**config.mk**
```make
export PLATFORM = sky130hd
export DESIGN_NAME = axi4_id_flight_limiter
export DESIGN_NICKNAME = d
export VERILOG_FILES = /design/src/rtl/axi4_id_flight_limiter.sv
export SDC_FILE = /design/constraint.sdc
export NUM_CORES = 1
export LEC_CHECK = 0
export ABC_AREA = 1
export BUFFER_PORTS_ARGS = -buffer_cell sky130_fd_sc_hd__buf_2
export CAP_MARGIN = 15
export CORE_ASPECT_RATIO = 1.5
export CORE_MARGIN = 2
export CORE_UTILIZATION = 58
export CTS_CLUSTER_DIAMETER = 50
export DETAILED_ROUTE_END_ITERATION = 6
export PLACE_DENSITY = 0.87
export SYNTH_ARGS = -nofsm -noshare
export SYNTH_HDL_FRONTEND = slang
export SYNTH_SLANG_ARGS = --single-unit
```
**constraint.sdc**
```tcl
create_clock -name clock -period 4.3 [get_ports clock]
set_clock_uncertainty 0.1 [all_clocks]
set_input_delay 0.215 -clock clock [delete_from_list [all_inputs] [get_ports clock]]
set_output_delay 0.215 -clock clock [all_outputs]
set_load 0.005 [all_outputs]
```
**src/rtl/axi4_id_flight_limiter.sv**
```systemverilog
// Per-ID outstanding-burst limiter between the AXI4 ID-folding stage and the slave port.
// Gates AW/AR when an ID is at its limit and holds W until a matching AW has been accepted.
module axi4_id_flight_limiter #(
    parameter int ID_BITS    = 1,
    parameter int MAX_FLIGHT = 4,
    parameter int W_PEND     = 2
) (
    input  logic               clock,
    input  logic               reset,
    input  logic               aw_in_valid,
    output logic               aw_in_ready,
    input  logic [ID_BITS-1:0] aw_id,
    output logic               aw_out_valid,
    input  logic               aw_out_ready,
    input  logic               w_in_valid,
    output logic               w_in_ready,
    input  logic               w_last,
    output logic               w_out_valid,
    input  logic               w_out_ready,
    input  logic               b_valid,
    input  logic               b_ready,
    input  logic [ID_BITS-1:0] b_id,
    input  logic               ar_in_valid,
    output logic               ar_in_ready,
    input  logic [ID_BITS-1:0] ar_id,
    output logic               ar_out_valid,
    input  logic               ar_out_ready,
    input  logic               r_valid,
    input  logic               r_ready,
    input  logic [ID_BITS-1:0] r_id,
    input  logic               r_last
);

    localparam int NID = 2 ** ID_BITS;
    localparam int CW  = $clog2(MAX_FLIGHT + 1);
    localparam int PW  = $clog2(W_PEND + 1);

    logic [CW-1:0]  wr_cnt [NID];
    logic [CW-1:0]  rd_cnt [NID];
    logic [PW-1:0]  wpend;

    logic           aw_ok, ar_ok, w_ok;
    logic           aw_fire, ar_fire, w_last_fire, b_fire, r_last_fire;
    logic [NID-1:0] wr_inc, wr_dec, rd_inc, rd_dec;

    // Gates look only at registered counts, so a slot freed this cycle is usable next cycle.
    assign aw_ok = (wr_cnt[aw_id] < CW'(MAX_FLIGHT)) && (wpend < PW'(W_PEND)) && !reset;
    assign ar_ok = (rd_cnt[ar_id] < CW'(MAX_FLIGHT)) && !reset;
    assign w_ok  = (wpend != '0) && !reset;

    assign aw_out_valid = aw_in_valid & aw_ok;
    assign aw_in_ready  = aw_out_ready & aw_ok;
    assign ar_out_valid = ar_in_valid & ar_ok;
    assign ar_in_ready  = ar_out_ready & ar_ok;
    assign w_out_valid  = w_in_valid & w_ok;
    assign w_in_ready   = w_out_ready & w_ok;

    assign aw_fire     = aw_out_valid & aw_out_ready;
    assign ar_fire     = ar_out_valid & ar_out_ready;
    assign w_last_fire = w_out_valid & w_out_ready & w_last;
    assign b_fire      = b_valid & b_ready;
    assign r_last_fire = r_valid & r_ready & r_last;

    always_comb begin
        wr_inc = '0;
        wr_dec = '0;
        rd_inc = '0;
        rd_dec = '0;
        for (int unsigned i = 0; i < NID; i++) begin
            wr_inc[i] = aw_fire     && (aw_id == ID_BITS'(i));
            wr_dec[i] = b_fire      && (b_id  == ID_BITS'(i));
            rd_inc[i] = ar_fire     && (ar_id == ID_BITS'(i));
            rd_dec[i] = r_last_fire && (r_id  == ID_BITS'(i));
        end
    end

    always_ff @(posedge clock) begin
        if (reset) begin
            for (int unsigned i = 0; i < NID; i++) begin
                wr_cnt[i] <= '0;
                rd_cnt[i] <= '0;
            end
            wpend <= '0;
        end else begin
            // Decrement at zero is a protocol error; the count saturates instead of wrapping.
            for (int unsigned i = 0; i < NID; i++) begin
                if (wr_inc[i] && !wr_dec[i])
                    wr_cnt[i] <= wr_cnt[i] + CW'(1);
                else if (wr_dec[i] && !wr_inc[i] && wr_cnt[i] != '0)
                    wr_cnt[i] <= wr_cnt[i] - CW'(1);

                if (rd_inc[i] && !rd_dec[i])
                    rd_cnt[i] <= rd_cnt[i] + CW'(1);
                else if (rd_dec[i] && !rd_inc[i] && rd_cnt[i] != '0)
                    rd_cnt[i] <= rd_cnt[i] - CW'(1);
            end
            if (aw_fire && !w_last_fire)
                wpend <= wpend + PW'(1);
            else if (w_last_fire && !aw_fire)
                wpend <= wpend - PW'(1);
        end
    end

    always_ff @(posedge clock) begin
        if (!reset && b_fire)
            assert (wr_cnt[b_id] != '0 || wr_inc[b_id])
            else $warning("B response on id %0d with no write outstanding", b_id);
        if (!reset && r_last_fire)
            assert (rd_cnt[r_id] != '0 || rd_inc[r_id])
            else $warning("R last on id %0d with no read outstanding", r_id);
    end

endmodule
```
==> metrics.yaml, run 1 <==
outcome: "finished clean"
place_hpwl_um: 1850
route.met3.wl_um: 104
yosys_register_bits: 14
min_period_ns: 2.11
cts_buffer_depth: 2
grt_overflow: 0
die_area_um2: 2370
p_leak_nw: 0.710
yosysTopAreaCell: "edfxtp_1"
cts_tree: "built"
mostFrequentLayoutCells: "33 x inv_1, 28 x nand2_1, 23 x buf_2"
hold_viol: 0
syn_area_um2: 1160
syn_to_final_growth_pct: 13.5
clock_latency_ns: 0.28
syn-mean-instance-area_um2: 7.86
path_clk_slew_ns: 0.08
slew_viol_final: 0
viasPerCell: 5.35
fmax_mhz: 474
peakVddDrop_uv: 182
clockRootBuffer: "clkbuf_4"
dp.cells: 190
cp-end-kind: "flip-flop"
tightestPinTransition_ns: 0.409
gp_congestion: 0.748
finalCritPeriodShare_pct: 49.1
drt_iter0_markers: 26
route.met2.wl_um: 1260
critPathArrivalTime_ns: 2.06
cts_resized: 0
die_y_um: 58.7
wl_um: 2230
grt_usage_pct: 22.6
wire_per_inst_um: 11.5
hold_path.class: "primary input to flip-flop"
setup_violations: 0
postCtsSetupRepairBufs: 0
wl_met1_um: 815
grt_pass1_vias: 1024
io_pins: 24
syn-num-nets: 174
routed-via-count: 1037
final_nets: 201
drc_errors: 0
die_x_um: 40.5
row_count: 19
antenna_found_initial: 0
ys_top_cells_by_area: "edfxtp_1 31%, inv_1 11%, nand2_1 9.1%"
core-area_um2: 1850
slew_headroom_pct: 72.5
grt_pass1_wl_um: 3750
n_fill_cell: 160
synth.distinct_cells: 23
cts_made_buffers: 3
synth.top_cell.area_share_pct: 31.2
cts_hold_buf: 0
highest_layer: "met4"
htree_levels: 1
cp_max_fo: 4
worst_setup_path_start_kind: "flip-flop"
total_power_mw: 0.318
diodes: 0
slowest_stage: "edfxtp_1"
slowest_delay_ns: 0.41
cp.required_ns: 4.25
drive_gt1_share_pct: 20.8
synthCells: 147
critical_path_class: "flip-flop to flip-flop"
cts.sinks: 14
pwr_density_cell_nw_per_um2: 243
cp_cell_sequence: "nor3_1 > nor3_1 > nand2_4 > fa_1 > xnor2_1 > nand3b_1 > nand2_1 > nand2_1 > inv_1"
rsz0062_at_grt: "false"
numPortBuffers: 23
layout.cells.most_common: "inv_1"
max-cap-violations: 0
ys_warn_count: 0
setup_tns_ns: 0
ys_seq_area_share_pct: 34.6
grt_start_max_net_pins: 9
ant_nets: 0
layout.cells.non_filler: 194
initial_core_util_pct: 62.3
dr.pass1.iters: 4
==> report_power, final <==
group          switching, mW  internal (mW)
sequential           0.00778          0.159
combinational         0.0455         0.0307
clock                 0.0420         0.0336
==> per-stage QoR <==
| stage | area, um2 | hold slack [ns] | setup slack (ns) | util (%) |
|---|---|---|---|---|
| final | 1310 | 0.147 | 2.19 | 70.8 |
| after global routing | 1310 | 0.146 | 1.96 | 70.8 |
| after CTS | 1310 | 0.148 | 2.19 | 70.8 |
| after detailed placement | 1290 | 0.416 | 2.12 | 69.4 |
| after global placement | 1290 | 0.392 | 2.20 | 69.4 |
| after floorplan | 1160 | 0.316 | 2.35 | - |
==> cell type report <==
type	count	area (um2)	area share, %
clock inverters	1	3.75	0.286
multi-input cells	97	613	46.7
well taps	21	26.3	2.00
flip-flops and latches	14	400	30.5
repair buffers	23	115	8.77
clock buffers	3	22.5	1.72
inverters	35	131	10.0
==> flip-flops by register name, indices dropped and copies added (netlist names) <==
name and cells:
rd_cnt 6, wr_cnt 6, wpend 2
==> worst max-delay path, delay by kind of cell, from the launching register on <==
kind | cells | cell delay (ns)
and+or+nand+nor | 6 | 0.77
DFF | 1 | 0.41
adders and majority gates | 1 | 0.40
xor gates and xnor gates | 1 | 0.17
buffers and inverters | 1 | 0.04
==> final timing paths <==
path | startpoint | to | slack [ns] | cells past startpoint
max reg2reg | wr_cnt[0][2] | wr_cnt[0][2] | 2.19 | 9
min reg2reg | wpend[0] | wpend[0] | 0.42 | 2
min | reset | wpend[1] | 0.15 | 2
max | wr_cnt[0][2] | wr_cnt[0][2] | 2.19 | 9
==> cell usage after synthesis <==
master    count
nand3b_1      2
nand2_4       1
edfxtp_1     12
nor3_1        3
o21ai_0       1
ha_1          7
nand3_1      11
nor3_2        1
nand4_1       6
a21oi_1       4
dfxtp_1       2
a211oi_1      2
xnor2_1       2
buf_6         1
or2_1         1
inv_2         2
xor2_1        7
fa_1          2
nand3_2       4
nor2_4        2
inv_1        33
nand2_1      28
nor2_1       13
==> cell families (layout without fill, tap and decap cells) <==
| group | after synthesis | in the layout | share of synthesized area [%] |
|---|---|---|---|
| flops | 14 | 14 | 34.6 |
| simple gates | 72 | 72 | 31.7 |
| xor+xnor | 9 | 9 | 6.82 |
| buf+inv | 36 | 62 | 12.3 |
| compound gates | 7 | 7 | 3.46 |
| fa+ha+maj | 9 | 9 | 11.0 |
==> routing by layer <==
layer,up-vias,GRT usage (%)
met5,-,0
met4,0,7.14
met3,6,3.40
met2,39,44.4
met1,476,21.4
li1,516,-
Note: power is estimated with default switching activity, not from simulation.
==> inputs of run 2 (changes only) <==
CORE_UTILIZATION = 54   (was 58)
PLACE_DENSITY = 0.82   (was 0.87)
clock period = 2.1 ns   (was 4.3 ns; I/O delays follow)
==> run 2 against run 1 <==
  * Wire length is 7.9% lower
  * Sequential cell count stayed put
  * Combinational power is 110% higher
  * First-iteration DRC count is 38% lower
  * Non-clock buffer count is 3 higher
  * Via count is 4.1% lower
  * Register-to-register slack worse by 2.1 ns
  * Worst hold slack worse by 0.10 ns
  * Die area is 6.8% higher
  * Cell count is 2.1% higher
  * Worst setup slack worse by 2.1 ns
  * Highest routed layer unchanged
==> metrics.yaml, run 2 (synthesized netlist as in run 1, its figures left out) <==
outcome: "finished clean"
setup_violations: 0  # unchanged
max-cap-violations: 0  # unchanged
cts.sinks: 14  # unchanged
rsz0062_at_grt: "false"
switching_share_pct: 29.4  # -0.49 points
pre_cts_slack_ns: 0.00780  # -2.11 ns
layout.cells.non_filler: 198  # +2.1%
cts_hold_buf: 0  # unchanged
slew_viol_final: 0  # unchanged
p_int_mw: 0.465  # +110%
setup_tns_ns: 0  # unchanged
tightestPinTransition_ns: 0.372  # -0.0379 ns
dr.pass1.iters: 4  # unchanged
core-area_um2: 2030  # +9.3%
power_frac_clock_pct: 24.5  # +0.8 points
fmax_mhz: 509  # +7.5%
pwr_density_cell_nw_per_um2: 492  # +100%
drc_errors: 0  # unchanged
place_hpwl_um: 1710  # -8.0%
critPathArrivalTime_ns: 1.91  # -0.15 ns
hold_viol: 0  # unchanged
layout.cells.most_common: "inv_1"
cts_buffer_depth: 2  # unchanged
p_comb_share_pct: 24.3  # +0.4 points
cp.required_ns: 2.05  # -2.20 ns
wl_um: 2050  # -7.9%
path_clk_slew_ns: 0.08  # about the same
numPortBuffers: 23  # unchanged
routed-via-count: 994  # -4.1%
die_x_um: 41.8  # +3.3%
route.met2.wl_um: 1120  # -11%
viasPerCell: 5.02  # -6.1%
wl_met1_um: 831  # +2.0%
dp.cells: 193  # +1.6%
grt_pass1_vias: 1012  # -1.2%
p_leak_nw: 0.725  # +2.0%
cts_tree: "built"
finalCritPeriodShare_pct: 93.5  # +44 points
highest_layer: "met4"
route.met3.wl_um: 70  # -33%
cp-end-kind: "flip-flop"
diodes: 0  # unchanged
mostFrequentLayoutCells: "33 x inv_1, 28 x nand2_1, 23 x buf_2"
p_switching_mw: 0.194  # +100%
final_nets: 204  # +1.5%
critical_path_class: "flip-flop to flip-flop"
die_area_um2: 2530  # +6.8%
die_y_um: 60.7  # +3.4%
hold_path.class: "primary input to flip-flop"
wire_per_inst_um: 10.4  # -9.8%
multi_input_area_um2: 618  # +0.82%
grt_start_max_net_pins: 9  # unchanged
worst_setup_path_start_kind: "flip-flop"
grt_pass1_wl_um: 3740  # -0.37%
seqPwrFrac_pct: 51.2  # -1.1 points
hold_ws_ns: 0.0468  # -0.0997 ns
ant_nets: 0  # unchanged
clockRootBuffer: "clkbuf_4"
gp_congestion: 0.786  # +5.1%
setup_ws_ns: 0.136  # -2.05 ns
grt_usage_pct: 19.4  # -3.2 points
cts_made_buffers: 3  # unchanged
htree_levels: 1  # unchanged
reg.largest.list: "rd_cnt x6, wr_cnt x6, wpend x2"
fin_area_um2: 1340  # +2.2%
grt_overflow: 0  # unchanged
slew_headroom_pct: 75.1  # +2.6 points
clock_latency_ns: 0.28  # about the same
min_period_ns: 1.96  # -0.147 ns
peakVddDrop_uv: 315  # +73%
antenna_found_initial: 0  # unchanged
io_pins: 24  # unchanged
syn_to_final_growth_pct: 16.0
register_area_um2: 400  # unchanged
place_area_um2: 1300  # +1.3%
initial_core_util_pct: 57.0  # -5.3 points
drt_iter0_markers: 16  # -38%
drive_gt1_share_pct: 22.7  # +1.9 points
row_count: 20  # +1
n_fill_cell: 179  # +12%
cp_max_fo: 4  # unchanged
==> run 2: changes by cell type in the layout (fill, tap and decap cells not counted), sizes merged <==
cell	change
clkbuf	+1
buf	+3
clkinv	-1
==> run 2: power by group through the flow <==
stage	combinational, mW	sequential [mW]	clock, mW
global route	0.186	0.340	0.178
detailed placement	0.156	0.345	0
finish	0.160	0.338	0.161
global placement	0.152	0.344	0
CTS	0.158	0.339	0.164
floorplan	0.109	0.343	0
==> run 2: per-layer routing <==
metal  track usage (%)  vias up
met4              10.6        0
li1                  -      522
met1              18.3      448
met5                 0        -
met2              39.1       20
met3              3.27        4
==> run 2: worst max-delay path, cell delays in order, from the launching register on <==
cell	delay [ns]
dfxtp_1	0.41
nor2_4	0.06
nand3_2	0.12
nor2_4	0.05
nand3_2	0.09
nand2_4	0.07
fa_1	0.39
xnor2_1	0.17
nand3b_1	0.13
nand2_1	0.05
nand2_1	0.05
inv_1	0.03
==> run 2: final cells by class <==
class / instances / area share [%]
Timing Repair Buffer: 26 / 10.3
Multi-Input combinational cell: 97 / 46.1
Inverter: 35 / 9.79
Tap cell: 22 / 2.05
Sequential cell: 14 / 29.9
Clock buffer: 4 / 1.96
==> run 2: through the flow <==
| step | power, mW | utilization [%] |
|---|---|---|
| final | 0.659 | 66.2 |
| after global routing | 0.704 | 66.2 |
| after CTS | 0.661 | 65.6 |
| after detailed placement | 0.501 | 64.3 |
| after global placement | 0.496 | 64.3 |
| after floorplan | 0.452 | - |
==> run 2: final timing paths <==
| check | to | slack (ns) | startpoint | depth (start not counted) |
|---|---|---|---|---|
| hold / removal | wpend[0] | 0.05 | reset | 2 |
| hold reg to reg | wpend[0] | 0.44 | wpend[0] | 2 |
| setup reg to reg | wr_cnt[0][2] | 0.14 | wpend[1] | 11 |
| setup / recovery | wr_cnt[0][2] | 0.14 | wpend[1] | 11 |
==> run 2: timing repair <==
item	4_1_cts	5_1_grt
endpoints found under the setup margin	0	1
buffers inserted	0	1
hold endpoints to repair	0	0
gates resized for setup	0	1
